<file path="config.mk">
export PLATFORM = sky130hd
export DESIGN_NAME = rv_decode_stage_flat
export DESIGN_NICKNAME = d
export VERILOG_FILES = /design/src/rtl/rv_decode_pkg.sv /design/src/rtl/rv_decode_if.sv /design/src/rtl/rv_decode_comb.sv /design/src/rtl/rv_decode_stage.sv /design/src/flat_wrapper.sv
export SDC_FILE = /design/constraint.sdc
export NUM_CORES = 1
export LEC_CHECK = 0
export CAP_MARGIN = 40
export CORE_MARGIN = 2
export CORE_UTILIZATION = 70
export CTS_BUF_LIST = sky130_fd_sc_hd__clkbuf_4
export CTS_CLUSTER_DIAMETER = 50
export DETAILED_ROUTE_END_ITERATION = 8
export DONT_BUFFER_PORTS = 1
export MAX_ROUTING_LAYER = met4
export PLACE_DENSITY = 0.88
export SYNTH_ARGS = -nofsm -noshare
export SYNTH_HDL_FRONTEND = slang
export SYNTH_HIERARCHICAL = 1
export SYNTH_SLANG_ARGS = --single-unit
export TNS_END_PERCENT = 50
</file>
<file path="constraint.sdc">
create_clock -name clk -period 3.9 [get_ports clk]
set_input_delay 0.39 -clock clk [delete_from_list [all_inputs] [get_ports clk]]
set_output_delay 0.39 -clock clk [all_outputs]
set_load 0.02 [all_outputs]
</file>
<file path="src/rtl/rv_decode_pkg.sv">
// Shared decode constants for the RV32I(+M) decode stage.
// Holds op codes, major opcodes and the decoded-bundle layout.
package rv_decode_pkg;

  localparam int OP_BITS  = 6;
  localparam int IMM_BITS = 32;
  localparam int REG_BITS = 5;

  localparam logic [OP_BITS-1:0] OP_ADD     = 6'd0;
  localparam logic [OP_BITS-1:0] OP_SUB     = 6'd1;
  localparam logic [OP_BITS-1:0] OP_XOR     = 6'd2;
  localparam logic [OP_BITS-1:0] OP_OR      = 6'd3;
  localparam logic [OP_BITS-1:0] OP_AND     = 6'd4;
  localparam logic [OP_BITS-1:0] OP_SLL     = 6'd5;
  localparam logic [OP_BITS-1:0] OP_SRL     = 6'd6;
  localparam logic [OP_BITS-1:0] OP_SRA     = 6'd7;
  localparam logic [OP_BITS-1:0] OP_SLT     = 6'd8;
  localparam logic [OP_BITS-1:0] OP_SLTU    = 6'd9;
  localparam logic [OP_BITS-1:0] OP_ADDI    = 6'd10;
  localparam logic [OP_BITS-1:0] OP_XORI    = 6'd11;
  localparam logic [OP_BITS-1:0] OP_ORI     = 6'd12;
  localparam logic [OP_BITS-1:0] OP_ANDI    = 6'd13;
  localparam logic [OP_BITS-1:0] OP_SLLI    = 6'd14;
  localparam logic [OP_BITS-1:0] OP_SRLI    = 6'd15;
  localparam logic [OP_BITS-1:0] OP_SRAI    = 6'd16;
  localparam logic [OP_BITS-1:0] OP_SLTI    = 6'd17;
  localparam logic [OP_BITS-1:0] OP_SLTIU   = 6'd18;
  localparam logic [OP_BITS-1:0] OP_LB      = 6'd19;
  localparam logic [OP_BITS-1:0] OP_LH      = 6'd20;
  localparam logic [OP_BITS-1:0] OP_LW      = 6'd21;
  localparam logic [OP_BITS-1:0] OP_LBU     = 6'd22;
  localparam logic [OP_BITS-1:0] OP_LHU     = 6'd23;
  localparam logic [OP_BITS-1:0] OP_SB      = 6'd24;
  localparam logic [OP_BITS-1:0] OP_SH      = 6'd25;
  localparam logic [OP_BITS-1:0] OP_SW      = 6'd26;
  localparam logic [OP_BITS-1:0] OP_BEQ     = 6'd27;
  localparam logic [OP_BITS-1:0] OP_BNE     = 6'd28;
  localparam logic [OP_BITS-1:0] OP_BLT     = 6'd29;
  localparam logic [OP_BITS-1:0] OP_BGE     = 6'd30;
  localparam logic [OP_BITS-1:0] OP_BLTU    = 6'd31;
  localparam logic [OP_BITS-1:0] OP_BGEU    = 6'd32;
  localparam logic [OP_BITS-1:0] OP_JAL     = 6'd33;
  localparam logic [OP_BITS-1:0] OP_LUI     = 6'd34;
  localparam logic [OP_BITS-1:0] OP_AUIPC   = 6'd35;
  localparam logic [OP_BITS-1:0] OP_JALR    = 6'd36;
  localparam logic [OP_BITS-1:0] OP_MUL     = 6'd37;
  localparam logic [OP_BITS-1:0] OP_ILLEGAL = 6'd63;

  localparam logic [6:0] OPC_OP     = 7'b0110011;
  localparam logic [6:0] OPC_OPIMM  = 7'b0010011;
  localparam logic [6:0] OPC_LOAD   = 7'b0000011;
  localparam logic [6:0] OPC_STORE  = 7'b0100011;
  localparam logic [6:0] OPC_BRANCH = 7'b1100011;
  localparam logic [6:0] OPC_JAL    = 7'b1101111;
  localparam logic [6:0] OPC_JALR   = 7'b1100111;
  localparam logic [6:0] OPC_LUI    = 7'b0110111;
  localparam logic [6:0] OPC_AUIPC  = 7'b0010111;

  localparam logic [6:0] F7_BASE = 7'b0000000;
  localparam logic [6:0] F7_ALT  = 7'b0100000;
  localparam logic [6:0] F7_MD   = 7'b0000001;

  typedef struct packed {
    logic [OP_BITS-1:0]  op;
    logic [IMM_BITS-1:0] imm;
    logic [REG_BITS-1:0] rs1;
    logic [REG_BITS-1:0] rs2;
    logic [REG_BITS-1:0] rd;
    logic                rs1_en;
    logic                rs2_en;
    logic                rd_en;
    logic                illegal;
  } dec_t;

endpackage

</file>
<file path="src/rtl/rv_decode_if.sv">
// Fetch-side and execute-side handshake bundle of the decode stage.
// master drives instructions in and accepts bundles; slave is the stage.
interface rv_decode_if
  import rv_decode_pkg::*;
#(
  parameter int XLEN = 32,
  parameter int OP_W = 6
);
  logic                in_valid;
  logic                in_ready;
  logic [31:0]         in_instr;
  logic [XLEN-1:0]     in_pc;
  logic                out_valid;
  logic                out_ready;
  logic [OP_W-1:0]     out_op;
  logic [XLEN-1:0]     out_imm;
  logic [REG_BITS-1:0] out_rs1;
  logic [REG_BITS-1:0] out_rs2;
  logic [REG_BITS-1:0] out_rd;
  logic                out_rs1_en;
  logic                out_rs2_en;
  logic                out_rd_en;
  logic [XLEN-1:0]     out_pc;
  logic                out_illegal;

  modport master (
    output in_valid, in_instr, in_pc, out_ready,
    input  in_ready, out_valid, out_op, out_imm,
    input  out_rs1, out_rs2, out_rd,
    input  out_rs1_en, out_rs2_en, out_rd_en,
    input  out_pc, out_illegal
  );

  modport slave (
    input  in_valid, in_instr, in_pc, out_ready,
    output in_ready, out_valid, out_op, out_imm,
    output out_rs1, out_rs2, out_rd,
    output out_rs1_en, out_rs2_en, out_rd_en,
    output out_pc, out_illegal
  );
endinterface

</file>
<file path="src/rtl/rv_decode_comb.sv">
// Purely combinational RV32I(+M) decoder: instruction word to bundle.
// Any unrecognised encoding collapses to OP_ILLEGAL with all fields zero.
module rv_decode_comb
  import rv_decode_pkg::*;
#(
  parameter bit ENABLE_M = 1'b0
) (
  input  logic [31:0] instr,
  output dec_t        dec
);
  logic [6:0] opc;
  logic [2:0] f3;
  logic [6:0] f7;
  logic [IMM_BITS-1:0] imm_i, imm_s, imm_b;
  logic [IMM_BITS-1:0] imm_u, imm_j, imm_sh;
  logic [OP_BITS-1:0]  op;
  logic [IMM_BITS-1:0] imm;
  logic u1, u2, ud, ok;

  assign opc = instr[6:0];
  assign f3  = instr[14:12];
  assign f7  = instr[31:25];

  assign imm_i  = {{20{instr[31]}}, instr[31:20]};
  assign imm_s  = {{20{instr[31]}}, instr[31:25], instr[11:7]};
  assign imm_b  = {{19{instr[31]}}, instr[31], instr[7],
                   instr[30:25], instr[11:8], 1'b0};
  assign imm_u  = {instr[31:12], 12'b0};
  assign imm_j  = {{11{instr[31]}}, instr[31], instr[19:12],
                   instr[20], instr[30:21], 1'b0};
  assign imm_sh = {27'b0, instr[24:20]};

  always_comb begin
    op  = OP_ILLEGAL;
    imm = '0;
    u1  = 1'b0;
    u2  = 1'b0;
    ud  = 1'b0;
    unique case (1'b1)
      (opc == OPC_OP): begin
        u1 = 1'b1; u2 = 1'b1; ud = 1'b1;
        if (f7 == F7_BASE) begin
          unique case (f3)
            3'b000: op = OP_ADD;
            3'b001: op = OP_SLL;
            3'b010: op = OP_SLT;
            3'b011: op = OP_SLTU;
            3'b100: op = OP_XOR;
            3'b101: op = OP_SRL;
            3'b110: op = OP_OR;
            default: op = OP_AND;
          endcase
        end else if (f7 == F7_ALT && f3 == 3'b000) begin
          op = OP_SUB;
        end else if (f7 == F7_ALT && f3 == 3'b101) begin
          op = OP_SRA;
        end else if (ENABLE_M && f7 == F7_MD) begin
          op = OP_MUL + OP_BITS'(f3);
        end
      end
      (opc == OPC_OPIMM): begin
        u1 = 1'b1; ud = 1'b1; imm = imm_i;
        unique case (f3)
          3'b000: op = OP_ADDI;
          3'b010: op = OP_SLTI;
          3'b011: op = OP_SLTIU;
          3'b100: op = OP_XORI;
          3'b110: op = OP_ORI;
          3'b111: op = OP_ANDI;
          3'b001: begin
            imm = imm_sh;
            if (f7 == F7_BASE) op = OP_SLLI;
          end
          default: begin
            imm = imm_sh;
            if (f7 == F7_BASE) op = OP_SRLI;
            else if (f7 == F7_ALT) op = OP_SRAI;
          end
        endcase
      end
      (opc == OPC_LOAD): begin
        u1 = 1'b1; ud = 1'b1; imm = imm_i;
        unique case (f3)
          3'b000: op = OP_LB;
          3'b001: op = OP_LH;
          3'b010: op = OP_LW;
          3'b100: op = OP_LBU;
          3'b101: op = OP_LHU;
          default: op = OP_ILLEGAL;
        endcase
      end
      (opc == OPC_STORE): begin
        u1 = 1'b1; u2 = 1'b1; imm = imm_s;
        unique case (f3)
          3'b000: op = OP_SB;
          3'b001: op = OP_SH;
          3'b010: op = OP_SW;
          default: op = OP_ILLEGAL;
        endcase
      end
      (opc == OPC_BRANCH): begin
        u1 = 1'b1; u2 = 1'b1; imm = imm_b;
        unique case (f3)
          3'b000: op = OP_BEQ;
          3'b001: op = OP_BNE;
          3'b100: op = OP_BLT;
          3'b101: op = OP_BGE;
          3'b110: op = OP_BLTU;
          3'b111: op = OP_BGEU;
          default: op = OP_ILLEGAL;
        endcase
      end
      (opc == OPC_JAL): begin
        ud = 1'b1; imm = imm_j; op = OP_JAL;
      end
      (opc == OPC_JALR): begin
        u1 = 1'b1; ud = 1'b1; imm = imm_i;
        if (f3 == 3'b000) op = OP_JALR;
      end
      (opc == OPC_LUI): begin
        ud = 1'b1; imm = imm_u; op = OP_LUI;
      end
      (opc == OPC_AUIPC): begin
        ud = 1'b1; imm = imm_u; op = OP_AUIPC;
      end
      default: op = OP_ILLEGAL;
    endcase

    ok          = (op != OP_ILLEGAL);
    dec.op      = op;
    dec.illegal = !ok;
    dec.imm     = ok ? imm : '0;
    dec.rs1_en  = ok && u1;
    dec.rs2_en  = ok && u2;
    dec.rd_en   = ok && ud && (instr[11:7] != 5'd0);
    dec.rs1     = (ok && u1) ? instr[19:15] : '0;
    dec.rs2     = (ok && u2) ? instr[24:20] : '0;
    dec.rd      = (ok && ud) ? instr[11:7]  : '0;
  end
endmodule

</file>
<file path="src/rtl/rv_decode_stage.sv">
// Registered decode stage with a two-entry skid buffer and flush.
// out_q is the presented bundle, skid_q catches one extra under stall.
module rv_decode_stage
  import rv_decode_pkg::*;
#(
  parameter int XLEN     = 32,
  parameter int OP_W     = 6,
  parameter bit ENABLE_M = 1'b0
) (
  input logic       clk,
  input logic       rst_n,
  input logic       flush,
  rv_decode_if.slave bus
);
  localparam logic [1:0] ST_EMPTY = 2'd0;
  localparam logic [1:0] ST_ONE   = 2'd1;
  localparam logic [1:0] ST_TWO   = 2'd2;

  logic [1:0]      state_q, state_d;
  dec_t            dec, out_q, skid_q;
  logic [XLEN-1:0] out_pc_q, skid_pc_q;
  logic            in_ready_q, out_valid;
  logic            in_acc, out_acc;
  logic            load_out, load_skid, promote;

  rv_decode_comb #(.ENABLE_M(ENABLE_M)) u_comb (
    .instr (bus.in_instr),
    .dec   (dec)
  );

  assign out_valid = (state_q != ST_EMPTY);
  assign in_acc    = bus.in_valid & in_ready_q;
  assign out_acc   = out_valid & bus.out_ready;

  always_comb begin
    state_d   = state_q;
    load_out  = 1'b0;
    load_skid = 1'b0;
    promote   = 1'b0;
    unique case (state_q)
      ST_EMPTY: if (in_acc) begin
        state_d  = ST_ONE;
        load_out = 1'b1;
      end
      ST_ONE: if (in_acc && out_acc) begin
        load_out = 1'b1;
      end else if (in_acc) begin
        state_d   = ST_TWO;
        load_skid = 1'b1;
      end else if (out_acc) begin
        state_d = ST_EMPTY;
      end
      ST_TWO: if (out_acc) begin
        state_d = ST_ONE;
        promote = 1'b1;
      end
      default: state_d = ST_EMPTY;
    endcase
    // a redirect kills held entries and the word arriving this cycle
    if (flush) begin
      state_d   = ST_EMPTY;
      load_out  = 1'b0;
      load_skid = 1'b0;
      promote   = 1'b0;
    end
  end

  always_ff @(posedge clk) begin
    if (!rst_n) begin
      state_q    <= ST_EMPTY;
      in_ready_q <= 1'b0;
      out_q      <= '0;
      skid_q     <= '0;
      out_pc_q   <= '0;
      skid_pc_q  <= '0;
    end else begin
      state_q    <= state_d;
      in_ready_q <= (state_d != ST_TWO);
      if (load_out) begin
        out_q    <= dec;
        out_pc_q <= bus.in_pc;
      end else if (promote) begin
        out_q    <= skid_q;
        out_pc_q <= skid_pc_q;
      end
      if (load_skid) begin
        skid_q    <= dec;
        skid_pc_q <= bus.in_pc;
      end
    end
  end

  assign bus.in_ready    = in_ready_q;
  assign bus.out_valid   = out_valid;
  assign bus.out_op      = OP_W'(out_q.op);
  assign bus.out_imm     = XLEN'(out_q.imm);
  assign bus.out_rs1     = out_q.rs1;
  assign bus.out_rs2     = out_q.rs2;
  assign bus.out_rd      = out_q.rd;
  assign bus.out_rs1_en  = out_q.rs1_en;
  assign bus.out_rs2_en  = out_q.rs2_en;
  assign bus.out_rd_en   = out_q.rd_en;
  assign bus.out_pc      = out_pc_q;
  assign bus.out_illegal = out_q.illegal;
endmodule

</file>
<file path="src/flat_wrapper.sv">
// flat-port wrapper written by rule: the top's interface ports become plain ports
module rv_decode_stage_flat import rv_decode_pkg::*;
#(
  parameter int XLEN     = 32,
  parameter int OP_W     = 6,
  parameter bit ENABLE_M = 1'b0
)
  (clk, rst_n, flush, bus_in_valid, bus_in_instr, bus_in_pc, bus_out_ready, bus_in_ready, bus_out_valid, bus_out_op, bus_out_imm, bus_out_rs1, bus_out_rs2, bus_out_rd, bus_out_rs1_en, bus_out_rs2_en, bus_out_rd_en, bus_out_pc, bus_out_illegal);
  rv_decode_if #(.XLEN(XLEN), .OP_W(OP_W)) bus_i ();
  input logic clk;
  input logic rst_n;
  input logic flush;
  input wire logic [$bits(bus_i.in_valid)-1:0] bus_in_valid;
  input wire logic [$bits(bus_i.in_instr)-1:0] bus_in_instr;
  input wire logic [$bits(bus_i.in_pc)-1:0] bus_in_pc;
  input wire logic [$bits(bus_i.out_ready)-1:0] bus_out_ready;
  output wire logic [$bits(bus_i.in_ready)-1:0] bus_in_ready;
  output wire logic [$bits(bus_i.out_valid)-1:0] bus_out_valid;
  output wire logic [$bits(bus_i.out_op)-1:0] bus_out_op;
  output wire logic [$bits(bus_i.out_imm)-1:0] bus_out_imm;
  output wire logic [$bits(bus_i.out_rs1)-1:0] bus_out_rs1;
  output wire logic [$bits(bus_i.out_rs2)-1:0] bus_out_rs2;
  output wire logic [$bits(bus_i.out_rd)-1:0] bus_out_rd;
  output wire logic [$bits(bus_i.out_rs1_en)-1:0] bus_out_rs1_en;
  output wire logic [$bits(bus_i.out_rs2_en)-1:0] bus_out_rs2_en;
  output wire logic [$bits(bus_i.out_rd_en)-1:0] bus_out_rd_en;
  output wire logic [$bits(bus_i.out_pc)-1:0] bus_out_pc;
  output wire logic [$bits(bus_i.out_illegal)-1:0] bus_out_illegal;
  assign bus_i.in_valid = bus_in_valid;
  assign bus_i.in_instr = bus_in_instr;
  assign bus_i.in_pc = bus_in_pc;
  assign bus_i.out_ready = bus_out_ready;
  assign bus_in_ready = bus_i.in_ready;
  assign bus_out_valid = bus_i.out_valid;
  assign bus_out_op = bus_i.out_op;
  assign bus_out_imm = bus_i.out_imm;
  assign bus_out_rs1 = bus_i.out_rs1;
  assign bus_out_rs2 = bus_i.out_rs2;
  assign bus_out_rd = bus_i.out_rd;
  assign bus_out_rs1_en = bus_i.out_rs1_en;
  assign bus_out_rs2_en = bus_i.out_rs2_en;
  assign bus_out_rd_en = bus_i.out_rd_en;
  assign bus_out_pc = bus_i.out_pc;
  assign bus_out_illegal = bus_i.out_illegal;
  rv_decode_stage #(.XLEN(XLEN), .OP_W(OP_W), .ENABLE_M(ENABLE_M)) u_core (.clk(clk), .rst_n(rst_n), .flush(flush), .bus(bus_i));
endmodule
</file>
==> results of run 1 <==
synth_stat cells, drive strengths merged, types with 2 or more instances:
cell          number  area share, %
clkbuf            71            3.9
o21ai            106            6.0
and4               2           0.21
a22oi              4           0.34
and3               5           0.37
mux2i              2           0.23
nand2            385             16
or2b               3           0.30
or4                4           0.42
a21oi             23            1.3
nand3              7           0.45
a31oi             92            6.5
o311ai             3           0.49
a211o              2           0.21
nand4              7           0.49
dlymetal6s2s       2           0.28
nor2              10           0.42
nor2b             12           0.84
dfxtp            181             41
o22ai              4           0.28
a21o               5           0.42
and3b              4           0.39
nand3b             3           0.25
nand2b             2           0.14
nor3              53            3.2
a21boi            91            7.7
nor3b              3           0.25
inv                3           0.13
and2               6           0.44
a211oi            13            1.1
xnor2              2           0.20
buf               34            3.2
or2                4           0.28
cell families after synthesis:
| logic type | Yosys count |
|---|---|
| buf+inv | 112 |
| simple gates | 516 |
| compound gates | 351 |
| flops | 181 |
| xor+xnor | 2 |
| mux | 2 |
state kept, by name, summed over array words and instances, names as in the netlist:
signal                  cells
u_core/bus.in_ready         1
u_core/bus.out_illegal      1
u_core/bus.out_imm         32
u_core/bus.out_op           6
u_core/bus.out_pc          32
u_core/bus.out_rd           5
u_core/bus.out_rd_en        1
u_core/bus.out_rs1          5
u_core/bus.out_rs1_en       1
u_core/bus.out_rs2          5
u_core/bus.out_rs2_en       1
u_core/skid_pc_q           32
u_core/skid_q              57
u_core/state_q              2
worst paths after layout:
| check | cells past startpoint | startpoint | to | slack, ns |
|---|---|---|---|---|
| worst min-delay path | 2 | bus_in_pc[21] | u_core/bus.out_pc[21]$_SDFFE_PN0P_ | 0.04 |
| worst max register to register | 6 | u_core/state_q[0]$_SDFF_PN0_ | u_core/bus.out_pc[23]$_SDFFE_PN0P_ | 0.92 |
| worst min register to register | 2 | u_core/skid_pc_q[13]$_SDFFE_PN0P_ | u_core/skid_pc_q[13]$_SDFFE_PN0P_ | 0.47 |
| worst max-delay path | 6 | u_core/state_q[0]$_SDFF_PN0_ | u_core/bus.out_pc[23]$_SDFFE_PN0P_ | 0.92 |
area by class of cell:
class,instances,area (sq um)
inverters,3,11.3
flip-flops and latches,181,3620
fillers,997,3220
diodes,2,5.00
clock buffers,18,135
clock inverters,14,151
repair buffers,55,583
multi-input cells,871,4570
well taps,172,215
layer usage:
layer / up-vias / GRT usage [%] / routed length, microns
met1: 3897 / 45.7 / 9930
met5: - / - / 0
met2: 380 / 50.3 / 10800
met4: 0 / 13.5 / 516
li1: 3956 / - / -
met3: 52 / 9.91 / 2370
power by group:
group	leakage [nW]	internal [mW]	total, mW	switching, mW
Clock	0.156	0.397	1.06	0.659
Sequential	1.47	1.90	1.99	0.0944
Combinational	1.29	0.110	0.250	0.140
per-stage QoR:
| stage | power (mW) | area (sq um) |
|---|---|---|
| 2_1_floorplan | 2.22 | 8890 |
| 3_3_place_gp | 2.21 | 8560 |
| 3_5_place_dp | 2.22 | 8580 |
| 4_1_cts | 3.31 | 9290 |
| 5_1_grt | 3.42 | 9300 |
| 6_report | 3.30 | 9300 |
cells in the final DEF (no fill, tap or decap), types with 4 or more instances in the layout:
master / n
a21oi_1: 22
nand3_1: 5
nand4_1: 7
dlygate4sd3_1: 40
a31oi_1: 92
nor2_1: 10
a211oi_1: 13
o21ai_0: 75
o21ai_1: 31
a21boi_0: 91
nor2b_1: 12
and2_1: 4
a21o_1: 5
clkbuf_4: 18
a22oi_1: 4
nand2_1: 385
o22ai_1: 4
nor3_2: 4
dfxtp_1: 181
buf_4: 10
nor3_1: 49
or2_2: 4
buf_12: 4
==> flow_summary.toml, run 1 <==
[timing]
worstMarginPinSlew_ns = 0.901
period_needed_ns = 2.98
slew_violations = 0
rsz0062_at_grt = "false"
fin_skew_ns = 0.0173
clock.fmax_mhz = 335
relSlewSlack_pct = 39.9
fin_crit_sh_pct = 76.5
holdWs_ns = 0.0372
finalHoldViolations = 0
setup_tns_ns = 0
setup_ws_ns = 0.916
finalSetupViolations = 0

[die]
start_util_pct = 71.0
io_pins = 160
die_h_microns = 117
core-area_sq_um = 12500
die_x_microns = 117
dieArea_sq_um = 13600
rows = 41

[clock_network]
cts_buffer_depth = 2
cts.sink_count = 181
cts_resized = 0
cts_root_buffer = "clkbuf_4"
cts_buffers = 17
cts_setup_buffers = 0
ctsHoldBuffers = 41
clkTransAtPathRegs_ns = 0.15
cts_tree = "yes"
clock_latency_ns = 0.58
h-tree-depth = 4

[synth]
synth_fa_ha_area_share_pct = 0
synth_warnings = 6
ys_types = 63
synth_nets = 1233
syn-cell-area_sq_um = 8890
synth.avg_cell_area_sq_um = 7.64
synth_compound_area_share_pct = 25.5
async_flop_share_pct = 0
ys_seq_area_share_pct = 40.8
synth_xor_area_share_pct = 0.197
ys_ff_latch = 181
synth_ff_type = "dfxtp_1"
synthCells = 1164
synth_enable_flop_cells = 0
yosys.area_share.simple_pct = 25.3
synth.area.mux_share_pct = 0.225
synth_top_family_by_area = "compound AO/OA/AOI/OAI gates"

[setup_path]
slowest_stage = "or4_4"
end_kind = "flop"
cp_max_fo = 95
cp.arrival_ns = 3.51
max_stage_delay_ns = 0.77
required_ns = 4.43
start_kind = "flop"
timing_worst_setup_path_type = "flop to flop"
path_cells = "nor2b_1 -> or4_4 -> buf_4 -> o21ai_0 -> dlygate4sd3_1 -> a31oi_1"
critPathTopFamily = "buffers and inverters"
crit_buf_inv = 2

[route]
drtIter0Drc = 1037
drc = 0
wl_per_cell_microns = 17.9
first_pass_iters = 6
postRouteAntennaNets = 0
vias = 8285
drt-vias-per-instance = 6.30
wl_mm = 23.6

[global_route]
grt_pass1_wl_mm = 36.3
grt_pass1_vias = 7204
grt_max_degree = 178
grt.overflow.total = 0
grtUsageTotal_pct = 34.6
antenna_found_initial = 1

[finish]
nNetsFinal = 1198
drive_above_1_share_pct = 6.57
stdcell_count = 1316
final_core_util_pct = 74.3
area_delta_synth_final_pct = 4.59

[placement]
place.gp.congestion = 1.02
dpl.cell_count = 1241
post-dp-hpwl_mm = 14.3
portBuffers = 0
place_ws_ns = 0.900

[power]
cellPowerDensity_nw_per_um2 = 355
p_leak_nw = 2.91
vdd.ir_drop.worst_mv = 0.244

[worst_hold_path]
worstHoldPathType = "primary input to flop"

[outcome]
outcome = "completed"

[run]
cap_violations = 0
Note: power is estimated with default switching activity, not from simulation.
==> run 2: changes to the inputs <==
CORE_UTILIZATION = 66   (was 70)
PLACE_DENSITY = 0.84   (was 0.88)
clock period = 2.9 ns   (was 3.9 ns; I/O delays follow)
==> run 2 against run 1 <==
  * First-iteration DRC count up 0.19%
  * Global-route usage down 0.15 points
  * Via count up 2.5%
  * Combinational power up 48%
  * Sequential power up 35%
  * Sequential cell count unchanged
  * Hold slack better by 0.011 ns
  * Non-clock buffer count up 25
  * Utilization down 1.8 points
  * Critical path type unchanged
==> flow_summary.toml, run 2 (synthesis gave the netlist of run 1 again) <==
[timing]
clock.fmax_mhz = 376
setup_tns_ns = 0
relSlewSlack_pct = 51.1
period_needed_ns = 2.66
holdWs_ns = 0.0481
worstMarginPinSlew_ns = 0.727
finalHoldViolations = 0
slew_violations = 0
finalSetupViolations = 0
fin_skew_ns = 0.0266
fin_crit_sh_pct = 91.7
rsz0062_at_grt = "false"

[power]
total_power_mw = 4.58
vdd.ir_drop.worst_mv = 0.247
p_leak_nw = 3.02
cellPowerDensity_nw_per_um2 = 478

[placement]
placed_area_sq_um = 8630
post-dp-hpwl_mm = 14.4
portBuffers = 0
dpl.cell_count = 1249
place.gp.congestion = 0.960

[global_route]
grt_max_degree = 176
grt.overflow.total = 0
antenna_found_initial = 1
grt_pass1_wl_mm = 39.0
grt_pass1_vias = 7567
grtUsageTotal_pct = 34.5

[route]
wl_mm = 24.6
wl_met2_mm = 10.9
wirelength_met1_mm = 10.2
wl_met3_mm = 2.79
drtIter0Drc = 1039
first_pass_iters = 5
top_layer = "met4"
drc = 0
vias = 8490
drt-vias-per-instance = 6.32
postRouteAntennaNets = 0
wl_per_cell_microns = 18.3

[die]
io_pins = 160
rows = 42
die_x_microns = 120
die_h_microns = 120
dieArea_sq_um = 14400
core-area_sq_um = 13200
start_util_pct = 67.4

[clock_network]
ctsHoldBuffers = 62
clock_latency_ns = 0.60
clkTransAtPathRegs_ns = 0.14
cts_buffers = 17
cts_setup_buffers = 0
cts_buffer_depth = 2
h-tree-depth = 4
cts.sink_count = 181
cts_root_buffer = "clkbuf_4"
cts_resized = 0
cts_tree = "yes"

[setup_path]
start_kind = "flop"
max_stage_delay_ns = 0.72
end_kind = "flop"
slowest_stage = "or4_4"
required_ns = 3.37
cp.arrival_ns = 3.13
cp_max_fo = 90
path_cells = "nand2_1 -> or4_4 -> buf_12 -> o21ai_0 -> dlygate4sd3_1 -> a31oi_1"
timing_worst_setup_path_type = "flop to flop"

[worst_hold_path]
worstHoldPathType = "primary input to flop"

[finish]
largest_reg_flops = 57
n_fill_cell = 1034
stdcell_count = 1343
layout_commonest_cell = "nand2_1"
postLayoutCellArea_sq_um = 9570
drive_above_1_share_pct = 6.69
layout_common_cells = "nand2_1 (385), dfxtp_1 (181), a31oi_1 (92)"
regMostFlops = "u_core/skid_q"
area_delta_synth_final_pct = 7.60
nNetsFinal = 1223

[run]
cap_violations = 0

[outcome]
outcome = "completed"
run 2: area by class of cell:
| class | count | area, sq um | share of cell area [%] |
|---|---|---|---|
| clock inverter | 11 | 149 | 1.56 |
| clock buffer | 20 | 150 | 1.57 |
| multi-input combinational | 871 | 4570 | 47.8 |
| inverter | 3 | 11.3 | 0.118 |
| timing repair buffer | 80 | 836 | 8.74 |
| antenna | 1 | 2.50 | 0.0262 |
| tap | 176 | 220 | 2.30 |
| sequential | 181 | 3620 | 37.9 |
run 2: worst paths after layout:
path,startpoint,to,slack [ns],depth (start not counted)
setup reg to reg,u_core/bus.in_ready$_SDFF_PN0_,u_core/bus.out_pc[19]$_SDFFE_PN0P_,0.24,6
hold / removal,bus_in_instr[25],u_core/skid_q[24]$_SDFFE_PN0P_,0.05,4
setup / recovery,u_core/bus.in_ready$_SDFF_PN0_,u_core/bus.out_pc[19]$_SDFFE_PN0P_,0.24,6
hold reg to reg,u_core/skid_q[28]$_SDFFE_PN0P_,u_core/bus.out_imm[9]$_SDFFE_PN0P_,0.47,2
run 2: power breakdown:
part | internal (mW) | switching [mW] | leakage [nW]
sequential | 2.55 | 0.129 | 1.47
clock | 0.627 | 0.895 | 0.153
combinational | 0.170 | 0.202 | 1.40
run 2: layer usage:
| layer | GRT usage, % | vias up |
|---|---|---|
| li1 | - | 4008 |
| met1 | 45.1 | 3948 |
| met2 | 51.0 | 470 |
| met3 | 10.0 | 64 |
| met4 | 12.1 | 0 |
| met5 | - | - |
run 2: per-stage QoR:
step           util [%]  worst slack, ns
2_1_floorplan         -            0.540
3_3_place_gp       65.4            0.256
3_5_place_dp       65.4            0.209
4_1_cts            72.5            0.324
5_1_grt            72.5           0.0667
6_report           72.5            0.241
run 2: critical path, delay by kind of cell (launching register included):
kind	cells	cell delay, ns
buf+inv	2	0.88
simple gates	2	0.86
flops	1	0.52
compound gates	2	0.23
